**src/rtl/hello_streamer_if.sv**
```systemverilog
// Byte-stream handshake bundle for hello_streamer: data, valid and last flow
// from the master, and ready flows back from the slave.
`timescale 1ns/1ps
interface hello_streamer_if;
    logic [7:0] out_data;
    logic       out_valid;
    logic       out_ready;
    logic       out_last;

    modport master (output out_data, output out_valid, output out_last, input out_ready);
    modport slave  (input out_data, input out_valid, input out_last, output out_ready);
endinterface

```
**src/rtl/hello_streamer.sv**
```systemverilog
// Greeting generator: streams MSG repeatedly over a valid/ready handshake with a
// GAP-cycle idle period between messages. Define HELLO_STREAMER_MONITOR_EN for a sim-only print.
`timescale 1ns/1ps
module hello_streamer #(
    parameter int                   MSG_LEN = 14,
    parameter logic [8*MSG_LEN-1:0] MSG     = "Hello There !!",
    parameter int                   GAP     = 16,
    parameter int                   CNT_W   = 16
) (
    input  logic                 clk,
    input  logic                 rst,
    input  logic                 en,
    hello_streamer_if.master     out_if,
    output logic                 busy,
    output logic [CNT_W-1:0]     msg_count
);

    localparam int IDX_W = (MSG_LEN > 1) ? $clog2(MSG_LEN) : 1;
    localparam int TMR_W = (GAP > 0) ? $clog2(GAP + 1) : 1;
    localparam logic [IDX_W-1:0] LAST_IDX = IDX_W'(MSG_LEN - 1);
    localparam logic [TMR_W-1:0] GAP_LOAD = TMR_W'(GAP);
    localparam logic             ONE_CHAR = (MSG_LEN == 1);

    typedef enum logic [1:0] {
        S_IDLE,
        S_SEND,
        S_WAIT
    } state_t;

    state_t           state_q, state_d;
    logic [IDX_W-1:0] idx_q, idx_d;
    logic [TMR_W-1:0] timer_q, timer_d;
    logic [7:0]       data_q, data_d;
    logic             valid_q, valid_d;
    logic             last_q, last_d;
    logic [CNT_W-1:0] count_q, count_d;
    logic [IDX_W-1:0] idx_next;
    logic             handshake;

    // First character of the message sits in the most significant byte.
    function automatic logic [7:0] char_at(input logic [IDX_W-1:0] i);
        return MSG[8*(MSG_LEN - 1 - int'(i)) +: 8];
    endfunction

    always_comb begin
        state_d   = state_q;
        idx_d     = idx_q;
        timer_d   = timer_q;
        data_d    = data_q;
        valid_d   = valid_q;
        last_d    = last_q;
        count_d   = count_q;
        idx_next  = idx_q + IDX_W'(1);
        handshake = valid_q && out_if.out_ready;

        case (state_q)
            S_IDLE: begin
                if (en) begin
                    state_d = S_SEND;
                    idx_d   = '0;
                    data_d  = char_at('0);
                    valid_d = 1'b1;
                    last_d  = ONE_CHAR;
                end
            end
            S_SEND: begin
                if (handshake) begin
                    if (idx_q == LAST_IDX) begin
                        count_d = count_q + CNT_W'(1);
                        idx_d   = '0;
                        if (!en) begin
                            state_d = S_IDLE;
                            data_d  = 8'h00;
                            valid_d = 1'b0;
                            last_d  = 1'b0;
                        end else if (GAP == 0) begin
                            data_d  = char_at('0);
                            valid_d = 1'b1;
                            last_d  = ONE_CHAR;
                        end else begin
                            state_d = S_WAIT;
                            timer_d = GAP_LOAD;
                            data_d  = 8'h00;
                            valid_d = 1'b0;
                            last_d  = 1'b0;
                        end
                    end else begin
                        idx_d  = idx_next;
                        data_d = char_at(idx_next);
                        last_d = (idx_next == LAST_IDX);
                    end
                end
            end
            S_WAIT: begin
                // Leaving on timer==1 puts the first char exactly GAP idle cycles after the last handshake.
                if (!en) begin
                    state_d = S_IDLE;
                    timer_d = '0;
                end else if (timer_q <= TMR_W'(1)) begin
                    state_d = S_SEND;
                    timer_d = '0;
                    idx_d   = '0;
                    data_d  = char_at('0);
                    valid_d = 1'b1;
                    last_d  = ONE_CHAR;
                end else begin
                    timer_d = timer_q - TMR_W'(1);
                end
            end
            default: begin
                state_d = S_IDLE;
                valid_d = 1'b0;
                last_d  = 1'b0;
                data_d  = 8'h00;
            end
        endcase
    end

    always_ff @(posedge clk or posedge rst) begin
        if (rst) begin
            state_q <= S_IDLE;
            idx_q   <= '0;
            timer_q <= '0;
            data_q  <= 8'h00;
            valid_q <= 1'b0;
            last_q  <= 1'b0;
            count_q <= '0;
        end else begin
            state_q <= state_d;
            idx_q   <= idx_d;
            timer_q <= timer_d;
            data_q  <= data_d;
            valid_q <= valid_d;
            last_q  <= last_d;
            count_q <= count_d;
        end
    end

    assign out_if.out_data  = data_q;
    assign out_if.out_valid = valid_q;
    assign out_if.out_last  = last_q;
    assign busy             = (state_q != S_IDLE);
    assign msg_count        = count_q;

`ifdef HELLO_STREAMER_MONITOR_EN
    always @(posedge clk) begin
        if (!rst && valid_q && out_if.out_ready && last_q)
            $display("%g ns --> %s #%0d", $realtime, MSG, count_q + CNT_W'(1));
    end
`endif

endmodule

```
**src/flat_wrapper.sv**
```systemverilog
// flat-port wrapper written by rule: the top's interface ports become plain ports
module hello_streamer_flat 
#(
    parameter int                   MSG_LEN = 14,
    parameter logic [8*MSG_LEN-1:0] MSG     = "              ",
    parameter int                   GAP     = 16,
    parameter int                   CNT_W   = 16
)
  (clk, rst, en, busy, msg_count, out_if_out_data, out_if_out_valid, out_if_out_last, out_if_out_ready);
  hello_streamer_if out_if_i ();
  input  logic clk;
  input  logic rst;
  input  logic en;
  output logic busy;
  output logic [CNT_W-1:0] msg_count;
  output wire logic [$bits(out_if_i.out_data)-1:0] out_if_out_data;
  output wire logic [$bits(out_if_i.out_valid)-1:0] out_if_out_valid;
  output wire logic [$bits(out_if_i.out_last)-1:0] out_if_out_last;
  input wire logic [$bits(out_if_i.out_ready)-1:0] out_if_out_ready;
  assign out_if_out_data = out_if_i.out_data;
  assign out_if_out_valid = out_if_i.out_valid;
  assign out_if_out_last = out_if_i.out_last;
  assign out_if_i.out_ready = out_if_out_ready;
  hello_streamer #(.MSG_LEN(MSG_LEN), .MSG(MSG), .GAP(GAP), .CNT_W(CNT_W)) u_core (.clk(clk), .rst(rst), .en(en), .out_if(out_if_i), .busy(busy), .msg_count(msg_count));
endmodule
```
**config.mk**
```make
export PLATFORM = sky130hd
export DESIGN_NAME = hello_streamer_flat
export DESIGN_NICKNAME = d
export VERILOG_FILES = /design/src/rtl/hello_streamer_if.sv /design/src/rtl/hello_streamer.sv /design/src/flat_wrapper.sv
export SDC_FILE = /design/constraint.sdc
export NUM_CORES = 1
export LEC_CHECK = 0
export BUFFER_PORTS_ARGS = -buffer_cell sky130_fd_sc_hd__buf_2
export CAP_MARGIN = 20
export CORE_MARGIN = 5
export CORE_UTILIZATION = 30
export DETAILED_ROUTE_END_ITERATION = 8
export PLACE_DENSITY = 0.49
export SYNTH_ARGS = -nofsm -noshare
export SYNTH_HDL_FRONTEND = slang
export SYNTH_SLANG_ARGS = --single-unit
```
**constraint.sdc**
```tcl
create_clock -name clk -period 5.2 [get_ports clk]
set_input_delay 0.26 -clock clk [delete_from_list [all_inputs] [get_ports clk]]
set_output_delay 0.26 -clock clk [all_outputs]
set_load 0.01 [all_outputs]
```
; Word-level counts from Yosys, hierarchy flattened
; Cells that the tools add are included.
; W data, S select, Z words.
[totals]
inputBits = 4
register_bits = 37
[classes]
magnitude_cmp = 1
n_shift = 1
muxes = 37
eq_ne = 11
n_reduce_logical = 11
n_addsub = 4
[ops]
columns = op, count
row1 = $shiftx A112 B32 Y8 const A, 1
row2 = $mux W8, 5
row3 = $mux W5, 5
row4 = $pmux W8 S3, 1
row5 = $mux W4, 5
row6 = $add A16 B1 Y16 const B, 1
row7 = $mux W2, 6
row8 = $pmux W4 S3, 1
row9 = $reduce_and A4 Y1, 3
row10 = $mux W1, 10
row11 = $pmux W5 S2, 1
row12 = $reduce_and A5 Y1, 2
row13 = $eq A4 B4 Y1 const B, 2
row14 = $ne A2 B1 Y1 const B, 3
row15 = $ne A2 B2 Y1 const B, 3
row16 = $pmux W1 S3, 2
row17 = $pmux W2 S3, 1
row18 = $le A5 B1 Y1 const B, 1
row19 = $sub A4 B4 Y5 const A, 1
row20 = $sub A5 B1 Y5 const B, 1
row21 = $add A4 B1 Y4 const B, 1
row22 = $reduce_bool A2 Y1, 2
row23 = $ne A3 B2 Y1 const B, 1
row24 = $reduce_and A3 Y1, 1
row25 = other kinds (5), 5

; Longest topological paths before layout
; Gate-level depths: netlist of run 1.
[depth]
word_depth = 6
ltp_mapped = 8

; Least setup slack after synthesis of run 1
; No wires, ideal clock.
[synth_timing]
kind = flip-flop to flip-flop
startpoint = register u_core.idx_q[0]
endpoint = register u_core.data_q[5] (netlist: u_core.out_if.out_data[5])
setup_slack_ns = 3.392
setup_ns = 0.132
arrival_ns = 1.677
period_less_slack_ns = 1.808
path_buffers = 0
stages_incl_launch_ff = 8
path_cell_list = dfrtp_1 > ha_1 > xnor2_1 > inv_1 > ha_1 > xnor3_1 > o221ai_1 > nand4_1
[synth_via]
elab_chain_len = 6
[synth_rtl]
columns = item, line
row1 = "start, declared", hello_streamer.sv:31  ; logic [IDX_W-1:0] idx_q, idx_d;
row2 = "start signal, assigned", hello_streamer.sv:130  ; idx_q <= idx_d;
row3 = $add A4 B1 Y4, hello_streamer.sv:53  ; idx_next = idx_q + IDX_W'(1);
row4 = $sub A4 B4 Y5, hello_streamer.sv:42  ; return MSG[8*(MSG_LEN - 1 - int'(i)) +: 8];
row5 = $shiftx A112 B32 Y8, hello_streamer.sv:42
row6 = $mux W8 *, hello_streamer.sv:68  ; if (idx_q == LAST_IDX) begin
row7 = $mux W8 *, hello_streamer.sv:67  ; if (handshake) begin
row8 = $pmux W8 S3 *, hello_streamer.sv:56  ; case (state_q)
row9 = "end signal, assigned", hello_streamer.sv:132  ; data_q <= data_d;
row10 = "end, declared", hello_streamer.sv:33  ; logic [7:0] data_q, data_d;
; Mark *: on every way between the ends. The rest lies on a longest branch, timed or not. The select of a mux whose other input is x is not followed.
; A chain may end at the register's enable or synchronous reset.

; Worst setup path after layout of run 1
; Same ends and word-level chain as after synthesis.

==> results of run 1 <==
[per-stage QoR]
step           cell area (um2)  std cells  hold slack [ps]
2_1_floorplan             1767        170            350.8
3_3_place_gp              1879        253            363.2
3_5_place_dp              1879        253            367.8
4_1_cts                   1988        261            59.76
5_1_grt                   1988        261            106.6
6_report                  1988        261            53.70
[cells by family (layout without fill, tap and decap cells)]
group	Yosys count	count (layout)	synth area share (%)
flip-flops	30	30	43.04
multiplexers	4	4	2.511
buffers and inverters	23	42	7.891
AND/OR/NAND/NOR	55	55	20.37
other	1	7	0.2150
AO/OA/AOI/OAI	25	25	10.19
XOR/XNOR	19	19	10.76
adder cells (fa/ha/maj)	7	7	5.021
[per-layer routing]
layer  track usage [%]  part of all wire [%]  vias to the layer above  wire length (um)
met5                 0                     0                        -                 0
met4             3.399                   1.4                        0                50
met3             3.327                   6.5                        7               227
met2             15.07                    43                       31              1507
met1             13.84                    49                      594              1720
li1                  -                     -                      610                 -
[flip-flops by register name, indices dropped and copies added, names as in the netlist]
signal,count
u_core.idx_q,4
u_core.msg_count,16
u_core.out_if.out_data,1
u_core.out_if.out_last,1
u_core.out_if.out_valid,1
u_core.state_q,2
u_core.timer_q,5
[Yosys cell counts (2+ instances only)]
master / instances
xnor2_1: 15
a21oi_1: 4
nor3_1: 3
nand3_1: 7
ha_1: 7
or3_1: 2
and4b_1: 2
mux2_2: 3
and3_1: 4
nand2_1: 12
nor2_1: 4
dfrtp_1: 30
o211ai_1: 2
xor2_1: 2
o21ai_0: 4
inv_1: 10
a21o_1: 2
o2bb2ai_1: 3
nor4b_1: 2
nand4_1: 3
and4_1: 4
buf_2: 2
buf_4: 9
buf_6: 2
[worst paths after layout]
| check | start | to | cells past startpoint |
|---|---|---|---|
| worst max-delay path | u_core.idx_q[0] | u_core.out_if.out_data[5] | 7 |
| worst min-delay path | rst | u_core.msg_count[3] | 3 |
| worst max register to register | u_core.idx_q[0] | u_core.out_if.out_data[5] | 7 |
| worst min register to register | u_core.msg_count[15] | u_core.msg_count[15] | 1 |
| max in group asynchronous | rst | u_core.timer_q[4] | 3 |
| min in group clk | en | u_core.state_q[1] | 2 |
[cell type report]
type / instances / area (um2) / share of cell area [%]
inverter: 10 / 37.54 / 1.888
clock buffer: 5 / 68.82 / 3.461
tap: 72 / 90.09 / 4.531
timing repair buffer: 24 / 122.6 / 6.167
clock inverter: 3 / 40.04 / 2.014
sequential: 30 / 750.7 / 37.76
multi-input combinational: 117 / 878.3 / 44.18
[where the power goes]
| group | leakage [nW] | switching (W) | internal, W | total, W |
|---|---|---|---|---|
| sequential | 0.392 | 0.0000600 | 0.000274 | 0.000334 |
| clock | 0.0579 | 0.0000928 | 0.000141 | 0.000234 |
| combinational | 0.531 | 0.000166 | 0.000165 | 0.000331 |
| total | 0.981 | 0.000319 | 0.000580 | 0.000899 |
[worst reg2reg max path, delay by kind of cell, from the launching register on]
| family | cells | cell delay [ps] |
|---|---|---|
| AOI/OAI and AO/OA | 1 | 200 |
| buffers and inverters | 1 | 90 |
| adders and majority gates | 2 | 470 |
| DFF | 1 | 430 |
| and+or+nand+nor | 1 | 110 |
| xor gates and xnor gates | 2 | 540 |
==> flow_summary.json, run 1 <==
{
  "synth_largest_area_cell": "dfrtp_1",
  "syn-mean-instance-area_um2": 10.64,
  "r2r_slack_ps": 3240,
  "cpMostUsedCell": "ha_1",
  "io_buffers": 23,
  "synth_edf_count": 0,
  "yosys_warnings": 0,
  "fill_cells": 558,
  "finalWorstSetupSlack_ps": 3238,
  "final_common_cell": "dfrtp_1",
  "fin_util_pct": 35.67,
  "root_buffer": "clkbuf_8",
  "leakagePower_nw": 0.9808,
  "async_flop_share_pct": 100.0,
  "die_w_um": 86.25,
  "slowest_delay_ps": 430,
  "coreArea_mm2": 0.005574,
  "viasPerCell": 4.759,
  "die_h_um": 86.25,
  "slowest_stage": "dfrtp_1",
  "synth_cell_type_count": 50,
  "syn-cell-area_mm2": 0.001744,
  "clock_latency_ps": 290,
  "crit_family": "XOR/XNOR gates",
  "setup_viol": 0,
  "layout_common_cells": "30 x dfrtp_1, 23 x buf_2, 15 x xnor2_1",
  "cp_max_fo": 6,
  "clkSlewWorstSetupHoldPaths_ps": 70,
  "fmax_ghz": 0.5096,
  "vias": 1242,
  "drv_cap": 0,
  "post_route_cells_drive_above_1_share_pct": 24.34,
  "drtAntennaViolNets": 0,
  "period_share_pct": 37.74,
  "seq_area_frac_synth_pct": 43.04,
  "fin_skew_ps": 9.367,
  "dp_slack_ps": 3259,
  "power_density_mw_per_mm2": 452.2,
  "grtUsageTotal_pct": 10.12,
  "synth-main-ff-cell": "dfrtp_1",
  "first_iter_violations": 34,
  "synthTopCellsByArea": "dfrtp_1 43%, xnor2_1 7.5%, ha_1 5.0%",
  "clock_path_buffers": 2,
  "status": "finished clean",
  "wl_um": 3506,
  "power_w": 0.0008990,
  "cts_resized": 0,
  "required_ps": 5360,
  "synth_top_area_share_pct": 43.04,
  "start_util_pct": 31.29,
  "cts-hold-fix-buffers": 0,
  "drc_errors": 0,
  "netlist_instances": 164,
  "grt_pass1_wl_um": 5940,
  "layout_min_cycle_time_ps": 1962,
  "grt_pass1_vias": 1225,
  "hold_viol_final": 0,
  "cts.sinks": 30,
  "first_pass_iters": 4,
  "hpwlAfterDp_um": 2540,
  "cp_cell_sequence": "ha_1 > xnor2_1 > inv_1 > ha_1 > xnor3_1 > o221ai_1 > nand4_1",
  "crit_buf_inv": 1,
  "maxSlewViolCount": 0,
  "fp-row-count": 27,
  "setup_tns_ps": 0,
  "areaGrowthSynthToFinish_pct": 13.99,
  "ys_seq_elements": 30,
  "grt-ovfl-total": 0,
  "die_area_mm2": 0.007439,
  "grt_max_degree": 31,
  "worstPathArrival_ps": 2120,
  "num_antenna_cells": 0,
  "cp-start-kind": "flop",
  "worstSetupPathType": "flop to flop",
  "hold_path.class": "primary input to async pin",
  "h-tree-depth": 2,
  "gp_congestion": 0.7055,
  "ir_drop_mv": 0.2052,
  "rsz0062_at_grt": "false",
  "io_pins": 31,
  "cts_tree": "yes",
  "cts_made_buffers": 5,
  "wl_per_cell_um": 13.43,
  "fin_nets": 199,
  "cts_setup_buffers": 0,
  "end_kind": "flop",
  "grt_antenna_before_repair": 0
}
Power figures use the tool's default switching activity.
==> run 2, diff against run 1 <==
--- a/config.mk
+++ b/config.mk
@@ -10,7 +10,7 @@
 export CORE_MARGIN = 5
 export CORE_UTILIZATION = 30
 export DETAILED_ROUTE_END_ITERATION = 8
-export PLACE_DENSITY = 0.49
+export PLACE_DENSITY = 0.51
 export SYNTH_ARGS = -nofsm -noshare
 export SYNTH_HDL_FRONTEND = slang
 export SYNTH_SLANG_ARGS = --single-unit
==> constraint.sdc (replaced) <==
create_clock -name clk -period 1.7 [get_ports clk]
set_input_delay 0.085 -clock clk [delete_from_list [all_inputs] [get_ports clk]]
set_output_delay 0.085 -clock clk [all_outputs]
set_load 0.01 [all_outputs]
==> run 2 against run 1 <==
Total power increased to 3.7 times the previous value. Register-to-register slack got worse by 3200 ps. Cell count increased by 10%. Sequential power increased to 3.0 times the previous value. Non-clock buffer count increased by 26. Die area unchanged. Clock skew decreased by 4.8 ps. Global-route usage decreased by 0.054 points. Clock-buffer cell count increased by 1. Worst hold slack improved by 18 ps. Routed wire length increased by 2.0%. Sequential cell count unchanged. Critical path type unchanged. Critical endpoint is now u_core.out_if.out_last.
==> flow_summary.json, run 2 (synthesized netlist as in run 1, its figures left out) <==
{
  "worstPathArrival_ps": 1790,
  "io_pins": 31,
  "setup_viol": 0,
  "clock_path_buffers": 2,
  "grt_max_degree": 31,
  "fill_cells": 540,
  "areaGrowthSynthToFinish_pct": 29.48,
  "layout_common_cells": "30 x dfrtp_1, 26 x buf_4, 23 x buf_2",
  "setup_tns_ps": 0,
  "grtUsageTotal_pct": 10.07,
  "wl_per_cell_um": 12.46,
  "gp_congestion": 0.7737,
  "io_buffers": 23,
  "clkSlewWorstSetupHoldPaths_ps": 70,
  "start_util_pct": 31.29,
  "cts_tree": "yes",
  "final_common_cell": "dfrtp_1",
  "hold_viol_final": 0,
  "grt_antenna_before_repair": 0,
  "fin_skew_ps": 4.543,
  "h-tree-depth": 2,
  "root_buffer": "clkbuf_8",
  "vias": 1287,
  "grt-ovfl-total": 0,
  "cts_made_buffers": 5,
  "die_w_um": 86.25,
  "worstSetupPathType": "flop to flop",
  "die_h_um": 86.25,
  "slowest_stage": "dfrtp_1",
  "drv_cap": 0,
  "wl_um": 3575,
  "cp_max_fo": 5,
  "cp_cell_sequence": "inv_1 > ha_2 > and3_4 > nor3_1 > buf_4 > and4b_1 > a31o_2",
  "end_kind": "flop",
  "multiInputGateArea_um2": 917.1,
  "largest_reg_flops": 16,
  "power_w": 0.003295,
  "grt_pass1_vias": 1270,
  "slowest_delay_ps": 400,
  "leakagePower_nw": 1.128,
  "regArea_um2": 750.7,
  "drc_errors": 0,
  "ir_drop_mv": 0.6547,
  "die_area_mm2": 0.007439,
  "power_density_mw_per_mm2": 1459,
  "maxSlewViolCount": 0,
  "num_antenna_cells": 0,
  "required_ps": 1870,
  "coreArea_mm2": 0.005574,
  "cts.sinks": 30,
  "hold_path.class": "primary input to flop",
  "viasPerCell": 4.484,
  "fin_nets": 225,
  "layout_min_cycle_time_ps": 1622,
  "post_route_cells_drive_above_1_share_pct": 36.74,
  "status": "finished clean",
  "hpwlAfterDp_um": 2665,
  "period_share_pct": 95.40,
  "first_pass_iters": 4,
  "fp-row-count": 27,
  "drtAntennaViolNets": 0,
  "cp-start-kind": "flop",
  "clock_latency_ps": 280,
  "grt_pass1_wl_um": 5954,
  "fmax_ghz": 0.6166,
  "first_iter_violations": 39
}
[run 2: cell types whose count changed in the layout (fill, tap and decap cells not counted), moves of 2 or more]
cell / delta
clkinv_2: -2
ha_2: +4
buf_4: +25
ha_1: -4
[run 2: routing by layer]
layer,global-route usage [%],part of all wire (%),vias up
li1,-,-,661
met1,14.55,52,594
met2,13.88,42,30
met3,4.087,6.2,2
met4,2.550,0.39,0
met5,0,0,-
[run 2: critical path: cells and delay by family (launching register included)]
kind,cells,cell delay (ps)
AO/OA/AOI/OAI,1,210
adder cells (fa/ha/maj),1,210
buffers and inverters,2,210
flip-flops,1,400
AND/OR/NAND/NOR,3,480
[run 2: repair_timing]
action,CTS,global route
pin swaps,4,4
setup buffers,1,2
hold endpoints to repair,30,0
hold buffers,1,0
resized for setup,1,7
endpoints found under the setup margin,1,15
[run 2: area by class of cell]
class | count | share of cell area (%)
clock inverters | 2 | 2.659
flip-flops and latches | 30 | 33.24
multi-input cells | 117 | 40.61
clock buffers | 6 | 3.657
repair buffers | 50 | 14.18
well taps | 72 | 3.989
inverters | 10 | 1.662
[run 2: through the flow]
stage                     worst slack, ps  hold WS [ps]  utilization [%]  instance area (um2)  instances
after global routing               -2.700         57.02            40.52                 2258        287
after floorplan                     1.919         175.8                -                 1777        170
after global placement             -1.187         187.1            36.86                 2054        275
after CTS                           8.456         60.23            39.78                 2217        285
after detailed placement           -61.04         186.6            36.86                 2054        275
final                               78.13         71.62            40.52                 2258        287
[run 2: final timing paths]
kind | to | cells past startpoint | slack (ps) | start
worst max-delay path | u_core.out_if.out_last | 7 | 80 | u_core.idx_q[1]
worst min-delay path | u_core.state_q[1] | 2 | 70 | en
worst max register to register | u_core.out_if.out_last | 7 | 80 | u_core.idx_q[1]
worst min register to register | u_core.msg_count[15] | 1 | 470 | u_core.msg_count[15]
max in group asynchronous | u_core.timer_q[2] | 4 | 990 | rst
min in group asynchronous | u_core.msg_count[6] | 4 | 420 | rst
[run 2: power breakdown]
part	switching, W	internal, W	leakage, nW
registers	0.000160	0.000840	0.392
clock network	0.000272	0.000625	0.0714
logic	0.000631	0.000768	0.665
total	0.00106	0.00223	1.13
